[src/rtl/wordle_engine.sv]
// Wordle game core: serial letter entry, two-pass duplicate-aware scoring, win/lose tracking.
// Optional hard-mode submit check is built when WORDLE_HARD_MODE_EN is defined.
//
// state     | meaning
// IDLE      | waiting for start
// ENTRY     | accepting letters, backspace, submit
// HCHECK    | hard-mode delay cycle before scoring (hard mode only)
// SCORE_G   | mark exact matches green, reserve those answer slots
// SCORE_Y   | one guess position per cycle: yellow or gray
// REPORT    | feedback_valid pulse, then back to ENTRY or on to DONE
// DONE      | game over, waiting for ack
module wordle_engine #(
    parameter int WORD_LEN    = 5,
    parameter int MAX_GUESSES = 6
) (
    input  logic                          Clk,
    input  logic                          reset,
    input  logic                          start,
    input  logic [8*WORD_LEN-1:0]         answer,
    input  logic [7:0]                    letter_in,
    input  logic                          letter_valid,
    output logic                          letter_ready,
    input  logic                          backspace,
    input  logic                          submit,
    input  logic                          ack,
    output logic [8*WORD_LEN-1:0]         guess_out,
    output logic [$clog2(WORD_LEN+1)-1:0] cursor,
    output logic [3:0]                    row,
    output logic [2*WORD_LEN-1:0]         feedback,
    output logic                          feedback_valid,
    output logic                          reject,
    output logic                          busy,
    output logic                          win,
    output logic                          lose
);

    localparam int CW = $clog2(WORD_LEN + 1);
    localparam int YW = $clog2(WORD_LEN);
    localparam logic [1:0] FB_GRAY   = 2'b01;
    localparam logic [1:0] FB_YELLOW = 2'b10;
    localparam logic [1:0] FB_GREEN  = 2'b11;

    typedef enum logic [2:0] {
        S_IDLE, S_ENTRY, S_HCHECK, S_SCORE_G, S_SCORE_Y, S_REPORT, S_DONE
    } state_t;

    state_t state, state_n;

    logic [7:0]          ans_q    [WORD_LEN];
    logic [7:0]          gbuf     [WORD_LEN];
    logic [1:0]          fb_work  [WORD_LEN];
    logic [1:0]          fb_next  [WORD_LEN];
    logic [1:0]          fb_pub   [WORD_LEN];
    logic [WORD_LEN-1:0] used;
    logic [YW-1:0]       y_cnt;

    logic                in_entry, row_full, is_alpha, last_guess, y_last;
    logic                do_bs, do_sub, do_let;
    logic [WORD_LEN-1:0] cur_pos, match_oh;
    logic [7:0]          cur_letter;
    logic                cur_green, match, all_green;

    always_comb begin
        guess_out = '0;
        feedback  = '0;
        for (int i = 0; i < WORD_LEN; i++) begin
            guess_out[8*(WORD_LEN-1-i) +: 8] = gbuf[i];
            feedback[2*(WORD_LEN-1-i) +: 2]  = fb_pub[i];
        end
    end

    assign in_entry     = (state == S_ENTRY);
    assign row_full     = (cursor == CW'(WORD_LEN));
    assign letter_ready = in_entry && !row_full;
    assign busy         = (state == S_SCORE_G) || (state == S_SCORE_Y) || (state == S_REPORT);
    assign is_alpha     = (letter_in >= 8'h41) && (letter_in <= 8'h5A);
    assign last_guess   = (row == 4'(MAX_GUESSES - 1));
    assign y_last       = (y_cnt == '0);

    assign do_bs  = in_entry && backspace;
    assign do_sub = in_entry && !backspace && submit;
    assign do_let = in_entry && !backspace && !submit && letter_valid && letter_ready;

    // y_cnt counts down, so the position being scored is WORD_LEN-1-y_cnt.
    always_comb begin
        cur_pos    = '0;
        cur_letter = '0;
        cur_green  = 1'b0;
        match      = 1'b0;
        match_oh   = '0;
        all_green  = 1'b1;
        for (int i = 0; i < WORD_LEN; i++) begin
            if (y_cnt == YW'(WORD_LEN - 1 - i)) begin
                cur_pos[i] = 1'b1;
                cur_letter = gbuf[i];
                cur_green  = (fb_work[i] == FB_GREEN);
            end
        end
        for (int j = 0; j < WORD_LEN; j++) begin
            if (!match && !used[j] && ans_q[j] == cur_letter) begin
                match       = 1'b1;
                match_oh[j] = 1'b1;
            end
        end
        for (int i = 0; i < WORD_LEN; i++) begin
            fb_next[i] = fb_work[i];
            if (cur_pos[i] && !cur_green)
                fb_next[i] = match ? FB_YELLOW : FB_GRAY;
            if (fb_next[i] != FB_GREEN)
                all_green = 1'b0;
        end
    end

`ifdef WORDLE_HARD_MODE_EN
    logic [7:0] prev_guess [WORD_LEN];
    logic       hard_ok, seen;

    // fb_pub still holds the last scored row, so it doubles as the hint record.
    always_comb begin
        hard_ok = 1'b1;
        seen    = 1'b0;
        for (int i = 0; i < WORD_LEN; i++) begin
            if (fb_pub[i] == FB_GREEN && gbuf[i] != prev_guess[i])
                hard_ok = 1'b0;
            seen = 1'b0;
            for (int k = 0; k < WORD_LEN; k++)
                if (gbuf[k] == prev_guess[i])
                    seen = 1'b1;
            if (fb_pub[i] == FB_YELLOW && !seen)
                hard_ok = 1'b0;
        end
    end
`endif

    always_ff @(posedge Clk) begin
        if (reset)
            state <= S_IDLE;
        else
            state <= state_n;
    end

    always_comb begin
        state_n = state;
        if (start) begin
            state_n = S_ENTRY;
        end else begin
            case (state)
                S_IDLE:    state_n = S_IDLE;
                S_ENTRY: begin
                    if (do_sub && row_full) begin
`ifdef WORDLE_HARD_MODE_EN
                        if (hard_ok)
                            state_n = S_HCHECK;
`else
                        state_n = S_SCORE_G;
`endif
                    end
                end
                S_HCHECK:  state_n = S_SCORE_G;
                S_SCORE_G: state_n = S_SCORE_Y;
                S_SCORE_Y: if (y_last) state_n = S_REPORT;
                S_REPORT:  state_n = (win || lose) ? S_DONE : S_ENTRY;
                S_DONE:    if (ack) state_n = S_IDLE;
                default:   state_n = S_IDLE;
            endcase
        end
    end

    always_ff @(posedge Clk) begin
        if (reset) begin
            cursor         <= '0;
            row            <= '0;
            feedback_valid <= 1'b0;
            reject         <= 1'b0;
            win            <= 1'b0;
            lose           <= 1'b0;
            used           <= '0;
            y_cnt          <= '0;
            for (int i = 0; i < WORD_LEN; i++) begin
                ans_q[i]   <= '0;
                gbuf[i]    <= '0;
                fb_work[i] <= '0;
                fb_pub[i]  <= '0;
`ifdef WORDLE_HARD_MODE_EN
                prev_guess[i] <= '0;
`endif
            end
        end else begin
            feedback_valid <= 1'b0;
            reject         <= 1'b0;
            if (start) begin
                cursor <= '0;
                row    <= '0;
                win    <= 1'b0;
                lose   <= 1'b0;
                used   <= '0;
                for (int i = 0; i < WORD_LEN; i++) begin
                    ans_q[i]   <= answer[8*(WORD_LEN-1-i) +: 8];
                    gbuf[i]    <= '0;
                    fb_work[i] <= '0;
                    fb_pub[i]  <= '0;
                end
            end else begin
                case (state)
                    S_ENTRY: begin
                        if (do_bs) begin
                            if (cursor != '0) begin
                                for (int i = 0; i < WORD_LEN; i++)
                                    if (CW'(i + 1) == cursor)
                                        gbuf[i] <= '0;
                                cursor <= cursor - CW'(1);
                            end
                        end else if (do_sub) begin
                            if (!row_full)
                                reject <= 1'b1;
`ifdef WORDLE_HARD_MODE_EN
                            else if (!hard_ok)
                                reject <= 1'b1;
`endif
                        end else if (do_let) begin
                            if (is_alpha) begin
                                for (int i = 0; i < WORD_LEN; i++)
                                    if (CW'(i) == cursor)
                                        gbuf[i] <= letter_in;
                                cursor <= cursor + CW'(1);
                            end else begin
                                reject <= 1'b1;
                            end
                        end
                    end
                    S_SCORE_G: begin
                        for (int i = 0; i < WORD_LEN; i++) begin
                            fb_work[i] <= (gbuf[i] == ans_q[i]) ? FB_GREEN : 2'b00;
                            used[i]    <= (gbuf[i] == ans_q[i]);
                        end
                        y_cnt <= YW'(WORD_LEN - 1);
                    end
                    S_SCORE_Y: begin
                        for (int i = 0; i < WORD_LEN; i++)
                            fb_work[i] <= fb_next[i];
                        if (!cur_green)
                            used <= used | match_oh;
                        y_cnt <= y_cnt - YW'(1);
                        // Publish on the final scoring edge so REPORT shows the result.
                        if (y_last) begin
                            for (int i = 0; i < WORD_LEN; i++) begin
                                fb_pub[i] <= fb_next[i];
`ifdef WORDLE_HARD_MODE_EN
                                prev_guess[i] <= gbuf[i];
`endif
                            end
                            feedback_valid <= 1'b1;
                            row            <= row + 4'd1;
                            if (all_green)
                                win <= 1'b1;
                            else if (last_guess)
                                lose <= 1'b1;
                        end
                    end
                    S_REPORT: begin
                        if (!win && !lose) begin
                            cursor <= '0;
                            for (int i = 0; i < WORD_LEN; i++)
                                gbuf[i] <= '0;
                        end
                    end
                    default: ;
                endcase
            end
        end
    end

endmodule
[config.mk]
export PLATFORM = sky130hd
export DESIGN_NAME = wordle_engine
export DESIGN_NICKNAME = d
export VERILOG_FILES = /design/src/rtl/wordle_engine.sv
export SDC_FILE = /design/constraint.sdc
export NUM_CORES = 1
export LEC_CHECK = 0
export CAP_MARGIN = 40
export CORE_AREA = 2 2 120 122
export CTS_CLUSTER_SIZE = 8
export DETAILED_ROUTE_END_ITERATION = 12
export DIE_AREA = 0 0 122 124
export PLACE_DENSITY = 0.79
export SLEW_MARGIN = 5
export SYNTH_ARGS = -nofsm -noshare
export SYNTH_HDL_FRONTEND = slang
export SYNTH_SLANG_ARGS = --single-unit
[constraint.sdc]
create_clock -name Clk -period 3.8 [get_ports Clk]
set_input_delay 0.95 -clock Clk [delete_from_list [all_inputs] [get_ports Clk]]
set_output_delay 0.95 -clock Clk [all_outputs]
set_load 0.02 [all_outputs]
After elaboration in Yosys (flattened, before gate mapping) --
Memories as Yosys holds them, arrays and structs flattened. Index checks and enable logic that the tools add are counted.
Storage, ports and cells: bits in registers 22, bits in latches 0, RAM bits 100, memory bits (read-only) 0, bits of input ports 55, output and inout bits 63, word-level logic and storage cells 388, memories kept 4
Memories:
- ans_q | words 5, width 8, rd ports 5, clocked after Yosys merged registers in 0, write ports 5, RTL line 49 | logic [7:0] ans_q [WORD_LEN];
- gbuf | words 5, width 8, rd ports 5, clocked after Yosys merged registers in 0, write ports 5, RTL line 50 | logic [7:0] gbuf [WORD_LEN];
- fb_pub | words 5, width 2, rd ports 5, clocked after Yosys merged registers in 0, write ports 5, RTL line 53 | logic [1:0] fb_pub [WORD_LEN];
- fb_work | words 5, width 2, rd ports 5, clocked after Yosys merged registers in 0, write ports 5, RTL line 51 | logic [1:0] fb_work [WORD_LEN];
Cells by class: add/subtract/negate cells 4, $mul 0, div/mod/pow operators 0, order comparisons 2, equality and inequality tests 49, shift-type cells 0, muxes and demuxes 208, bitwise logic cells 54, reduce and logical (&&, ||, !) cells 57
Operators with widths (number):
- $mux W8 | 30
- $mux W1 | 127
- $eq A8 B8 Y1 | 10
- $mux W2 | 36
- $or A1 B1 Y1 | 50
- $mux W3 | 10
- $logic_and A1 B1 Y1 | 24
- $pmux W3 S6 | 1
- $ne A2 B2 Y1 const B | 8
- $eq A3 B3 Y1 const B | 5
- $logic_not A1 Y1 | 15
- $eq A3 B2 Y1 const B | 4
- $pmux W3 S2 | 2
- $eq A2 B2 Y1 const B | 5
- $pmux W5 S2 | 1
- $ne A3 B3 Y1 const B | 3
- $reduce_and A3 Y1 | 3
- $ge A8 B7 Y1 const B | 1
- $le A8 B7 Y1 const B | 1
- $eq A2 B3 Y1 const A | 2
- $eq A3 B1 Y1 const B | 2
- $eq A3 B3 Y1 const A | 2
- $logic_not A3 Y1 | 2
- $ne A3 B1 Y1 const B | 2
- other kinds (18) | 28

Logic depth before layout (Yosys ltp) --
Gate-level depths: netlist of run 1.
word-level depth 35, mapped depth 16, depth with buffers taken out 12

Worst setup path before layout of run 1 --
No wires, ideal clock.
path kind register -> register, start register state[0], end memory gbuf[0][0], enable pin, setup time 0.384 ns, arrival 2.968 ns, required time 3.416 ns, slack 0.448 ns, stages on the path, launching flop included 11, path buffers 1, clock period less this slack 3.352 ns, path through dfxtp_1 clkbuf_1 nor2b_1 nor2b_1 a21boi_0 nand3_1 nor2_1 and3_1 nand2_1 o21a_1 o21ai_0
RTL lines:
- from (decl) | RTL line 47 | state_t state, state_n;
- from (signal assigned) | RTL line 139 | state <= state_n;
- to (decl) | RTL line 50

==> results of run 1 <==
-- layer usage --
metal  global-route usage, %  vias to the layer above  routed length [um]
met1                    45.1                     3122               10200
met2                    52.9                      399               11500
li1                        -                     2797                   -
met4                    14.7                        2                 945
met3                    6.46                       77                2130
met5                       0                        -                   8
-- stage by stage --
stage / hold slack [ns] / TNS, ns / power, mW
global route: 0.511 / 0 / 4.01
CTS: 0.478 / 0 / 3.91
detailed placement: 0.469 / -0.00604 / 2.09
floorplan: 0.424 / 0 / 1.84
global placement: 0.453 / 0 / 2.09
finish: 0.487 / 0 / 3.92
-- power breakdown --
part	total, mW	internal [mW]	switching, mW
combinational	0.451	0.227	0.223
clock	1.83	1.18	0.653
sequential	1.64	1.52	0.120
-- repair_timing --
action	4_1_cts	5_1_grt
setup buffers	0	4
endpoints found under the setup margin	6	17
hold buffers	0	0
resized for setup	2	10
pin swaps	0	3
cloned	0	1
-- layout make-up --
class / instances / area [um^2] / area share [%]
inverters: 21 / 78.8 / 0.857
flip-flops and latches: 122 / 3440 / 37.5
repair buffers: 166 / 1540 / 16.7
clock inverters: 15 / 235 / 2.56
clock buffers: 17 / 425 / 4.63
well taps: 180 / 225 / 2.45
multi-input cells: 495 / 3250 / 35.3
-- registers in the layout, indices dropped and copies added, names as in the netlist --
name and count:
win 1, feedback_valid 1, fb_pub 10, state 3, lose 1, row 4, y_cnt 3, cursor 3
gbuf 40, fb_work 10, ans_q 40, used 5, reject 1
-- tightest hold or removal path, cell delays in order, from the launching register on --
cell and delay (ns):
sky130_fd_sc_hd__dfxtp_1 0.32, sky130_fd_sc_hd__inv_1 0.06, sky130_fd_sc_hd__a21oi_1 0.06
-- cell usage in the layout (no fill, tap or decap), types with 6 or more instances in the layout --
master                            count
sky130_fd_sc_hd__a211oi_1             7
sky130_fd_sc_hd__and3_1               8
sky130_fd_sc_hd__a21oi_1             41
sky130_fd_sc_hd__buf_4               49
sky130_fd_sc_hd__o21ai_0             21
sky130_fd_sc_hd__clkdlybuf4s50_1    117
sky130_fd_sc_hd__nand4_1             15
sky130_fd_sc_hd__ha_1                11
sky130_fd_sc_hd__nand3_1             14
sky130_fd_sc_hd__nor3_1              22
sky130_fd_sc_hd__mux2i_1              7
sky130_fd_sc_hd__a22oi_1             15
sky130_fd_sc_hd__o22ai_1              8
sky130_fd_sc_hd__xnor2_1             39
sky130_fd_sc_hd__dfxtp_1             22
sky130_fd_sc_hd__and2_1              48
sky130_fd_sc_hd__edfxtp_1           100
sky130_fd_sc_hd__o221ai_1             7
sky130_fd_sc_hd__conb_1              10
sky130_fd_sc_hd__clkbuf_16           17
sky130_fd_sc_hd__nor2b_1              7
sky130_fd_sc_hd__inv_1               20
sky130_fd_sc_hd__nand2_1             35
sky130_fd_sc_hd__nor4_1               6
sky130_fd_sc_hd__nor2_1              65
sky130_fd_sc_hd__xor2_1               9
-- worst min-delay path by stage --
stage / depth (start not counted) / end / slack [ns] / start
2_1_floorplan: 2 / used[0] / 0.42 / used[0]
3_3_place_gp: 2 / used[0] / 0.45 / used[0]
3_5_place_dp: 2 / used[0] / 0.47 / used[0]
4_1_cts: 2 / used[0] / 0.48 / used[0]
5_1_grt: 2 / used[0] / 0.51 / used[0]
6_report: 2 / used[0] / 0.49 / used[0]
-- logic make-up (layout without fill, tap and decap cells) --
logic type,count (synthesis),in the layout,synth area share (%)
compound gates,163,163,16.7
xor+xnor,48,48,6.19
fa+ha+maj,13,13,2.39
mux,11,11,1.69
flops,122,122,50.7
other cells,1,10,0.0552
simple gates,249,250,19.6
buf+inv,45,219,2.71
-- cell usage after synthesis, types with 3 or more instances --
| cell | n | area, um^2 |
|---|---|---|
| sky130_fd_sc_hd__nor4_1 | 6 | 37.5 |
| sky130_fd_sc_hd__a211oi_1 | 7 | 52.6 |
| sky130_fd_sc_hd__or2_2 | 3 | 18.8 |
| sky130_fd_sc_hd__o21ai_0 | 22 | 110 |
| sky130_fd_sc_hd__clkbuf_1 | 16 | 60.1 |
| sky130_fd_sc_hd__nand2_1 | 35 | 131 |
| sky130_fd_sc_hd__nor2_1 | 66 | 248 |
| sky130_fd_sc_hd__a221o_1 | 5 | 50.1 |
| sky130_fd_sc_hd__a21o_1 | 4 | 30.0 |
| sky130_fd_sc_hd__and3_1 | 8 | 50.1 |
| sky130_fd_sc_hd__inv_1 | 21 | 78.8 |
| sky130_fd_sc_hd__a22oi_1 | 15 | 113 |
| sky130_fd_sc_hd__buf_2 | 6 | 30.0 |
| sky130_fd_sc_hd__nand4_1 | 15 | 93.8 |
| sky130_fd_sc_hd__a32oi_1 | 5 | 43.8 |
| sky130_fd_sc_hd__o221ai_1 | 7 | 61.3 |
| sky130_fd_sc_hd__a21oi_1 | 41 | 205 |
| sky130_fd_sc_hd__a2111oi_0 | 3 | 26.3 |
| sky130_fd_sc_hd__ha_1 | 13 | 163 |
| sky130_fd_sc_hd__a22o_1 | 4 | 35.0 |
| sky130_fd_sc_hd__edfxtp_1 | 100 | 3000 |
| sky130_fd_sc_hd__and2_1 | 48 | 300 |
| sky130_fd_sc_hd__mux2i_1 | 7 | 70.1 |
| sky130_fd_sc_hd__o22ai_1 | 8 | 50.1 |
| sky130_fd_sc_hd__a221oi_1 | 5 | 43.8 |
| sky130_fd_sc_hd__mux2_2 | 4 | 45.0 |
| sky130_fd_sc_hd__nand3_1 | 14 | 70.1 |
| sky130_fd_sc_hd__nor2b_1 | 8 | 50.1 |
| sky130_fd_sc_hd__nor3_1 | 22 | 110 |
| sky130_fd_sc_hd__o21a_1 | 5 | 37.5 |
| sky130_fd_sc_hd__xnor2_1 | 39 | 342 |
| sky130_fd_sc_hd__nand3b_1 | 5 | 37.5 |
| sky130_fd_sc_hd__o21ai_1 | 3 | 15.0 |
| sky130_fd_sc_hd__dfxtp_1 | 22 | 440 |
| sky130_fd_sc_hd__a222oi_1 | 3 | 30.0 |
| sky130_fd_sc_hd__xor2_1 | 9 | 78.8 |
==> qor.txt, run 1 <==
DR pass1 iterations: 7
share of synthesized area occupied by flip-flops and latches: 50.7%
Relative slew margins: 41.6%
clock tree root driver cell: sky130_fd_sc_hd__clkbuf_16
Remaining DRCs: 0
synthesis-to-finish area growth: 35.3%
full die area: 15100 um^2
destination of the worst register-to-register timing path: fb_work[0][3]
Avg WL per Cell: 24.4 um
count of warnings emitted by yosys: 0
Clock transition at path regs: 0.06 ns
final cell area excluding filler cells: 9190 um^2
kind of end point of the critical path: flop
number of buffers created by CTS: 17
worst setup path category: flop to flop
slowest stage delay, CP: 0.46 ns
dpl cells: 979
Arrival @ worst endpoint: 3.81 ns
number of diodes: 0
status: complete, no violations
Final min period: 3.65 ns
maximum clock path buffer count: 2
WP data required: 3.96 ns
number of nets in the layout: 891
slack of the critical path: 0.147 ns
final setup violation count: 0
count of cells along the worst register-to-register path: 13
startpoint types: flop
number of cells in the finished layout apart from fillers: 1016
final core utilization: 67.0%
crit-path cells: buf_4, ha_1, nor4b_4, buf_4, a222oi_1, o21a_2, a21oi_1, o2111a_1, and4_1, nor3_4, or3b_4, mux2i_1, o21ai_0
Detailed Route Iter0 Violations: 796
fin. max-slew vios: 0
most used flip-flop cell after synthesis: sky130_fd_sc_hd__edfxtp_1
Max Clock Freq: 0.274 GHz
number of cell rows: 43
slowest stage cell on the critical path: sky130_fd_sc_hd__or3b_4
HPWL Detailed: 18700 um
Routed WL: 24800 um
vertical extent of the die: 124 um
Netlist Area Pre-Place: 6800 um^2
antenna violations before repair: 0
peak supply drop: 0.000348 V
launch point of the worst path: y_cnt[0]
number of hold violations in the final report: 0
CTS tree: built
die span in x: 122 um
#FFs+latches synth: 122
total overflow reported by the global router: 0
fraction of layout instances using a drive strength above 1: 12.8%
share of the clock period used by the worst path after layout: 96.1%
CP Depth: 13
family with the most delay on the worst path: compound AO/OA/AOI/OAI gates
mean instance size in the synthesized netlist: 10.4 um^2
port buffer count: 117
Critical Path Sink: fb_work[0][3]
Final GP Congestion: 1.01
Via-to-Cell Ratio: 6.30
worst reg2reg setup slack: 0.15 ns
actual slew at the worst max-slew pin: 0.868 ns
CTS H-tree depth: 4
Synth Instances: 652
worst hold path type: flop to flop
number of buffer and inverter instances along the worst setup path: 2
Core Footprint: 13700 um^2
insertion delay to the later sink of the worst-skew pair: 0.43 ns
cell leakage power: 3.33 nW
Maximum Capacitance Violations: 0
number of clock sinks seen by CTS: 122
startpoint of the worst-slack reg-to-reg timing path: y_cnt[0]
via count of the first global-routing pass: 6078
peak fanout along the critical path: 7
Post-synth EDFFs: 100
RSZ-0062 raised after global routing: false
total number of vias: 6397
fill cell count: 1044
global-route wire length before repair: 36700 um
residual antenna-violating net count after detailed routing: 0
initial standard-cell utilization of the core: 49.5%
placement-stage worst setup slack: -0.00604 ns
IO Count: 118
post-synth cell types: 75
global-route usage over all layers: 33.5%
largest net degree at the start of global routing: 47
CP dominant cell by count: sky130_fd_sc_hd__buf_4
clock skew after layout: 0.00790 ns
power density of the placed cells: 426 nW/um^2
FFs w/ async S/R, synth: 0%
Post-DP Area: 8460 um^2
(Power assumes the default switching activity.)
==> run 2: changes to the inputs <==
PLACE_DENSITY = not set   (was 0.79)
PLACE_DENSITY_LB_ADDON = 0.12   (was not set)
==> qor.txt, run 2 (synthesis results as in run 1) <==
Detailed Route Iter0 Violations: 578 (was 796)
met1 usage: 43.8% (was 45.1%)
status: complete, no violations (unchanged)
worst hold margin: 0.462 ns (was 0.487 ns)
clock tree root driver cell: sky130_fd_sc_hd__clkbuf_16 (unchanged)
total overflow reported by the global router: 0 (unchanged)
design internal power: 2.68 mW (was 2.92 mW)
number of diodes: 0 (unchanged)
RSZ-0062 raised after global routing: false (unchanged)
residual antenna-violating net count after detailed routing: 0 (unchanged)
fin. max-slew vios: 0 (unchanged)
total number of vias: 6393 (was 6397)
met2 GRT Util: 54.2% (was 52.9%)
dpl cells: 993 (was 979)
number of hold violations in the final report: 0 (unchanged)
Power, Total: 3.72 mW (was 3.92 mW)
actual slew at the worst max-slew pin: 0.747 ns (was 0.868 ns)
full die area: 15100 um^2 (unchanged)
clock share of power: 43.5% (was 46.7%)
number of cell rows: 43 (unchanged)
Maximum Capacitance Violations: 0 (unchanged)
number of nets in the layout: 908 (was 891)
final setup violation count: 0 (unchanged)
Clock transition at path regs: 0.06 ns (about the same)
global-route met3 utilization: 8.47% (was 6.46%)
Avg WL per Cell: 24.2 um (was 24.4 um)
total area of sequential cells: 3440 um^2 (about the same)
port buffer count: 117 (unchanged)
Final min period: 3.65 ns (about the same)
clock skew after layout: 0.0121 ns (was 0.00790 ns)
power density of the placed cells: 401 nW/um^2 (was 426 nW/um^2)
via count of the first global-routing pass: 6252 (was 6078)
vertical extent of the die: 124 um (unchanged)
final core utilization: 67.5% (was 67.0%)
worst hold path type: flop to flop (unchanged)
startpoint types: flop (unchanged)
initial standard-cell utilization of the core: 49.5% (unchanged)
net switching power figure: 1.04 mW (was 0.996 mW)
insertion delay to the later sink of the worst-skew pair: 0.45 ns (was 0.43 ns)
HPWL Detailed: 18300 um (was 18700 um)
routing layer with the top usage in global route: met2 (unchanged)
CTS H-tree depth: 4 (unchanged)
Max Clock Freq: 0.274 GHz (about the same)
Core Footprint: 13700 um^2 (unchanged)
DR pass1 iterations: 5 (was 7)
fill cell count: 1057 (was 1044)
share of the clock period used by the worst path after layout: 96.0% (was 96.1%)
WP data required: 3.99 ns (was 3.96 ns)
Remaining DRCs: 0 (unchanged)
number of buffers created by CTS: 17 (unchanged)
setup TNS: 0 ns (unchanged)
peak fanout along the critical path: 7 (unchanged)
IO Count: 118 (unchanged)
die span in x: 122 um (unchanged)
Via-to-Cell Ratio: 6.19 (was 6.30)
kind of end point of the critical path: flop (unchanged)
peak supply drop: 0.000365 V (was 0.000348 V)
highest-count cells in the layout ignoring fill and taps: sky130_fd_sc_hd__clkdlybuf4s50_1 (117), sky130_fd_sc_hd__edfxtp_1 (100), sky130_fd_sc_hd__nor2_1 (64), sky130_fd_sc_hd__buf_4 (64), sky130_fd_sc_hd__and2_1 (48) (was sky130_fd_sc_hd__clkdlybuf4s50_1 (117), sky130_fd_sc_hd__edfxtp_1 (100), sky130_fd_sc_hd__nor2_1 (65), sky130_fd_sc_hd__buf_4 (49), sky130_fd_sc_hd__and2_1 (48))
Relative slew margins: 50.0% (was 41.6%)
largest net degree at the start of global routing: 53 (was 47)
Final GP Congestion: 0.971 (was 1.01)
biggest regs: ans_q (40), gbuf (40) (unchanged)
most frequent standard cell in the layout excluding fill and tap cells: sky130_fd_sc_hd__clkdlybuf4s50_1 (unchanged)
number of cells in the finished layout apart from fillers: 1033 (was 1016)
sequential power share: 44.2% (was 41.9%)
share of total power consumed by net switching: 28.0% (was 25.4%)
maximum clock path buffer count: 2 (unchanged)
power share of the combinational group: 12.4% (was 11.5%)
CTS tree: built (unchanged)
area of combinational cells with multiple inputs: 3260 um^2 (was 3250 um^2)
synthesis-to-finish area growth: 36.3% (was 35.3%)
fraction of layout instances using a drive strength above 1: 14.9% (was 12.8%)
global-route usage over all layers: 34.2% (was 33.5%)
number of buffers inserted for hold repair after clock tree synthesis: 0 (unchanged)
global-route wire length before repair: 37200 um (was 36700 um)
worst setup path category: flop to flop (unchanged)
Arrival @ worst endpoint: 3.83 ns (was 3.81 ns)
number of clock sinks seen by CTS: 122 (unchanged)
Routed WL: 25000 um (was 24800 um)
antenna violations before repair: 0 (unchanged)
cell leakage power: 3.38 nW (was 3.33 nW)
[run 2: cell type report]
cell class | instances | share of cell area [%]
inverter | 21 | 0.851
clock buffer | 17 | 4.59
timing repair buffer | 183 | 18.1
tap | 180 | 2.43
sequential | 122 | 37.2
multi-input combinational | 495 | 35.2
clock inverter | 15 | 1.63
[run 2: layer usage]
metal	share of wire [%]	vias up
met2	46	387
met4	4.3	0
met3	8.8	86
met1	41	3083
met5	0	-
li1	-	2837
[run 2: timing repair]
item / 4_1_cts / 5_1_grt
cloned: 0 / 1
pin swaps: 0 / 4
hold endpoints to repair: 0 / 0
gates resized for setup: 1 / 13
buffers inserted: 0 / 7
setup endpoints to repair: 2 / 18
[run 2: power groups by stage]
stage               registers [mW]  clock network, mW  logic, mW
finish                        1.64               1.61      0.460
global route                  1.64               1.67      0.491
detailed placement            1.66                  0      0.442
floorplan                     1.64                  0      0.205
global placement              1.66                  0      0.432
CTS                           1.64               1.62      0.446
[run 2: worst paths after layout]
path	from	cells past startpoint	endpoint	slack, ns
worst min-delay path	used[0]	2	used[0]	0.46
worst max-delay path	y_cnt[0]	14	fb_work[0][5]	0.15
worst max register to register	y_cnt[0]	14	fb_work[0][5]	0.15
worst min register to register	used[0]	2	used[0]	0.46
[run 2: metrics by stage]
stage / cell area, um^2 / setup slack (ns)
4_1_cts: 9150 / 0.0157
6_report: 9260 / 0.153
5_1_grt: 9260 / 0.00141
2_1_floorplan: 6830 / 0.448
3_5_place_dp: 8580 / 0.00476
3_3_place_gp: 8570 / 0.137
[run 2: critical path, stage by stage (launching register included)]
cell and delay, ns:
sky130_fd_sc_hd__dfxtp_1 0.32, sky130_fd_sc_hd__buf_4 0.16, sky130_fd_sc_hd__ha_2 0.20, sky130_fd_sc_hd__nor4b_4 0.13, sky130_fd_sc_hd__buf_4 0.17, sky130_fd_sc_hd__a221o_1 0.37, sky130_fd_sc_hd__or2_2 0.32, sky130_fd_sc_hd__mux2_2 0.28
sky130_fd_sc_hd__nand4_1 0.14, sky130_fd_sc_hd__nor3_1 0.07, sky130_fd_sc_hd__buf_4 0.15, sky130_fd_sc_hd__nor3_4 0.24, sky130_fd_sc_hd__or3b_2 0.54, sky130_fd_sc_hd__mux2i_1 0.21, sky130_fd_sc_hd__o21ai_0 0.09
==> run 3: changes to the inputs <==
CAP_MARGIN = 20   (was 40)
CORE_AREA = 2 2 116 118   (was 2 2 120 122)
DIE_AREA = 0 0 118 120   (was 0 0 122 124)
==> qor.txt, run 3 (synthesis results as in run 1) <==
global-route usage over all layers: 34.1% (was 34.2%)
actual slew at the worst max-slew pin: 0.816 ns (was 0.747 ns)
count of cells along the worst register-to-register path: 14 (unchanged)
number of nets in the layout: 891 (was 908)
number of diodes: 0 (unchanged)
peak fanout along the critical path: 7 (unchanged)
port buffer count: 117 (unchanged)
highest-count cells in the layout ignoring fill and taps: sky130_fd_sc_hd__clkdlybuf4s50_1 (117), sky130_fd_sc_hd__edfxtp_1 (100), sky130_fd_sc_hd__nor2_1 (64), sky130_fd_sc_hd__buf_4 (50), sky130_fd_sc_hd__and2_1 (48) (was sky130_fd_sc_hd__clkdlybuf4s50_1 (117), sky130_fd_sc_hd__edfxtp_1 (100), sky130_fd_sc_hd__nor2_1 (64), sky130_fd_sc_hd__buf_4 (64), sky130_fd_sc_hd__and2_1 (48))
Max Clock Freq: 0.273 GHz (was 0.274 GHz)
synthesis-to-finish area growth: 34.1% (was 36.3%)
final core utilization: 70.2% (was 67.5%)
clock tree root driver cell: sky130_fd_sc_hd__clkbuf_16 (unchanged)
DR pass1 iterations: 8 (was 5)
slowest stage delay, CP: 0.53 ns (was 0.54 ns)
peak supply drop: 0.000327 V (was 0.000365 V)
worst reg2reg setup slack: 0.14 ns (was 0.15 ns)
fraction of layout instances using a drive strength above 1: 12.8% (was 14.9%)
IO Count: 118 (unchanged)
total overflow reported by the global router: 0 (unchanged)
global-route wire length before repair: 36000 um (was 37200 um)
biggest regs: ans_q (40), gbuf (40) (unchanged)
Via-to-Cell Ratio: 6.16 (was 6.19)
WP data required: 3.95 ns (was 3.99 ns)
die span in x: 118 um (was 122 um)
kind of end point of the critical path: flop (unchanged)
CP Depth: 14 (unchanged)
slack of the critical path: 0.137 ns (was 0.153 ns)
clock skew after layout: 0.0113 ns (was 0.0121 ns)
RSZ-0062 raised after global routing: false (unchanged)
Maximum Capacitance Violations: 0 (unchanged)
CTS H-tree depth: 4 (unchanged)
family with the most delay on the worst path: compound AO/OA/AOI/OAI gates (was simple AND/OR/NAND/NOR gates)
Remaining DRCs: 0 (unchanged)
cell leakage power: 3.30 nW (was 3.38 nW)
final setup violation count: 0 (unchanged)
Core Footprint: 13000 um^2 (was 13700 um^2)
fin. max-slew vios: 0 (unchanged)
number of cells on the worst hold path: 2 (unchanged)
status: complete, no violations (unchanged)
antenna violations before repair: 0 (unchanged)
routing layer with the top usage in global route: met2 (unchanged)
final cell area excluding filler cells: 9110 um^2 (was 9260 um^2)
full die area: 14200 um^2 (was 15100 um^2)
startpoint types: flop (unchanged)
Arrival @ worst endpoint: 3.82 ns (was 3.83 ns)
residual antenna-violating net count after detailed routing: 0 (unchanged)
HPWL Detailed: 18000 um (was 18300 um)
initial standard-cell utilization of the core: 52.4% (was 49.5%)
global-route met3 utilization: 8.17% (was 8.47%)
Power, Total: 3.72 mW (about the same)
Detailed Route Iter0 Violations: 819 (was 578)
Final GP Congestion: 1.02 (was 0.971)
worst hold margin: 0.449 ns (was 0.462 ns)
Final min period: 3.66 ns (was 3.65 ns)
maximum clock path buffer count: 2 (unchanged)
placement-stage worst setup slack: -0.0245 ns (was 0.00476 ns)
number of cell rows: 42 (was 43)
number of clock sinks seen by CTS: 122 (unchanged)
via count of the first global-routing pass: 6121 (was 6252)
vertical extent of the die: 120 um (was 124 um)
worst hold path type: flop to flop (unchanged)
Relative slew margins: 45.4% (was 50.0%)
power density of the placed cells: 408 nW/um^2 (was 401 nW/um^2)
total number of vias: 6235 (was 6393)
worst setup path category: flop to flop (unchanged)
number of hold violations in the final report: 0 (unchanged)
Clock transition at path regs: 0.06 ns (about the same)
insertion delay to the later sink of the worst-skew pair: 0.43 ns (was 0.45 ns)
Avg WL per Cell: 23.4 um (was 24.2 um)
number of buffer and inverter instances along the worst setup path: 3 (unchanged)
largest net degree at the start of global routing: 41 (was 53)
crit-path cells: inv_1, ha_1, nor4b_4, buf_4, a222oi_1, o21a_2, a21oi_1, o2111a_1, and4_1, nor3_2, or3b_4, buf_4, a21oi_1, o21ai_0 (was buf_4, ha_2, nor4b_4, buf_4, a221o_1, or2_2, mux2_2, nand4_1, nor3_1, buf_4, nor3_4, or3b_2, mux2i_1, o21ai_0)
Post-DP Area: 8480 um^2 (was 8580 um^2)
met2 GRT Util: 52.4% (was 54.2%)
slowest stage cell on the critical path: sky130_fd_sc_hd__a222oi_1 (was sky130_fd_sc_hd__or3b_2)
met1 usage: 46.2% (was 43.8%)
CTS tree: built (unchanged)
most frequent standard cell in the layout excluding fill and tap cells: sky130_fd_sc_hd__clkdlybuf4s50_1 (unchanged)
Routed WL: 23700 um (was 25000 um)
number of buffers created by CTS: 17 (unchanged)
share of the clock period used by the worst path after layout: 96.4% (was 96.0%)
[run 3: metrics by stage]
stage                     cells  setup TNS (ns)
after CTS                  1010               0
after global routing       1012               0
after floorplan             661               0
after detailed placement    978         -0.0409
after global placement      978               0
final                      1012               0
[run 3: layout make-up]
type	count	area, um^2
Multi-Input combinational cell	494	3230
Sequential cell	122	3440
Tap cell	176	220
Fill cell	981	3870
Inverter	21	78.8
Clock inverter	15	168
Timing Repair Buffer	167	1550
Clock buffer	17	425
[run 3: timing repair]
action | in CTS | in global routing
hold endpoints to repair | 0 | 0
pin swaps | 1 | 1
gates resized for setup | 1 | 7
buffers inserted | 0 | 2
hold buffers | 0 | 0
endpoints found under the setup margin | 4 | 18
[run 3: worst reg2reg max path, stage by stage (launching register included)]
cell	delay, ns
sky130_fd_sc_hd__dfxtp_1	0.35
sky130_fd_sc_hd__inv_1	0.12
sky130_fd_sc_hd__ha_1	0.34
sky130_fd_sc_hd__nor4b_4	0.08
sky130_fd_sc_hd__buf_4	0.18
sky130_fd_sc_hd__a222oi_1	0.53
sky130_fd_sc_hd__o21a_2	0.29
sky130_fd_sc_hd__a21oi_1	0.09
sky130_fd_sc_hd__o2111a_1	0.15
sky130_fd_sc_hd__and4_1	0.23
sky130_fd_sc_hd__nor3_2	0.18
sky130_fd_sc_hd__or3b_4	0.45
sky130_fd_sc_hd__buf_4	0.18
sky130_fd_sc_hd__a21oi_1	0.15
sky130_fd_sc_hd__o21ai_0	0.09
[run 3: metal layers]
layer,wire [um],up-vias
li1,-,2792
met1,9930,2983
met2,10800,392
met3,2180,68
met4,796,0
met5,0,-
[run 3: path summary, 6_finish.rpt]
check / end / start
worst min register to register: used[0] / used[0]
worst max-delay path: fb_work[0][1] / y_cnt[1]
worst max register to register: fb_work[0][1] / y_cnt[1]
worst min-delay path: used[0] / used[0]
[run 3: report_power, final]
part	internal (mW)	leakage (nW)	switching (mW)
sequential	1.52	1.27	0.117
combinational	0.225	1.75	0.216
clock	0.978	0.284	0.662
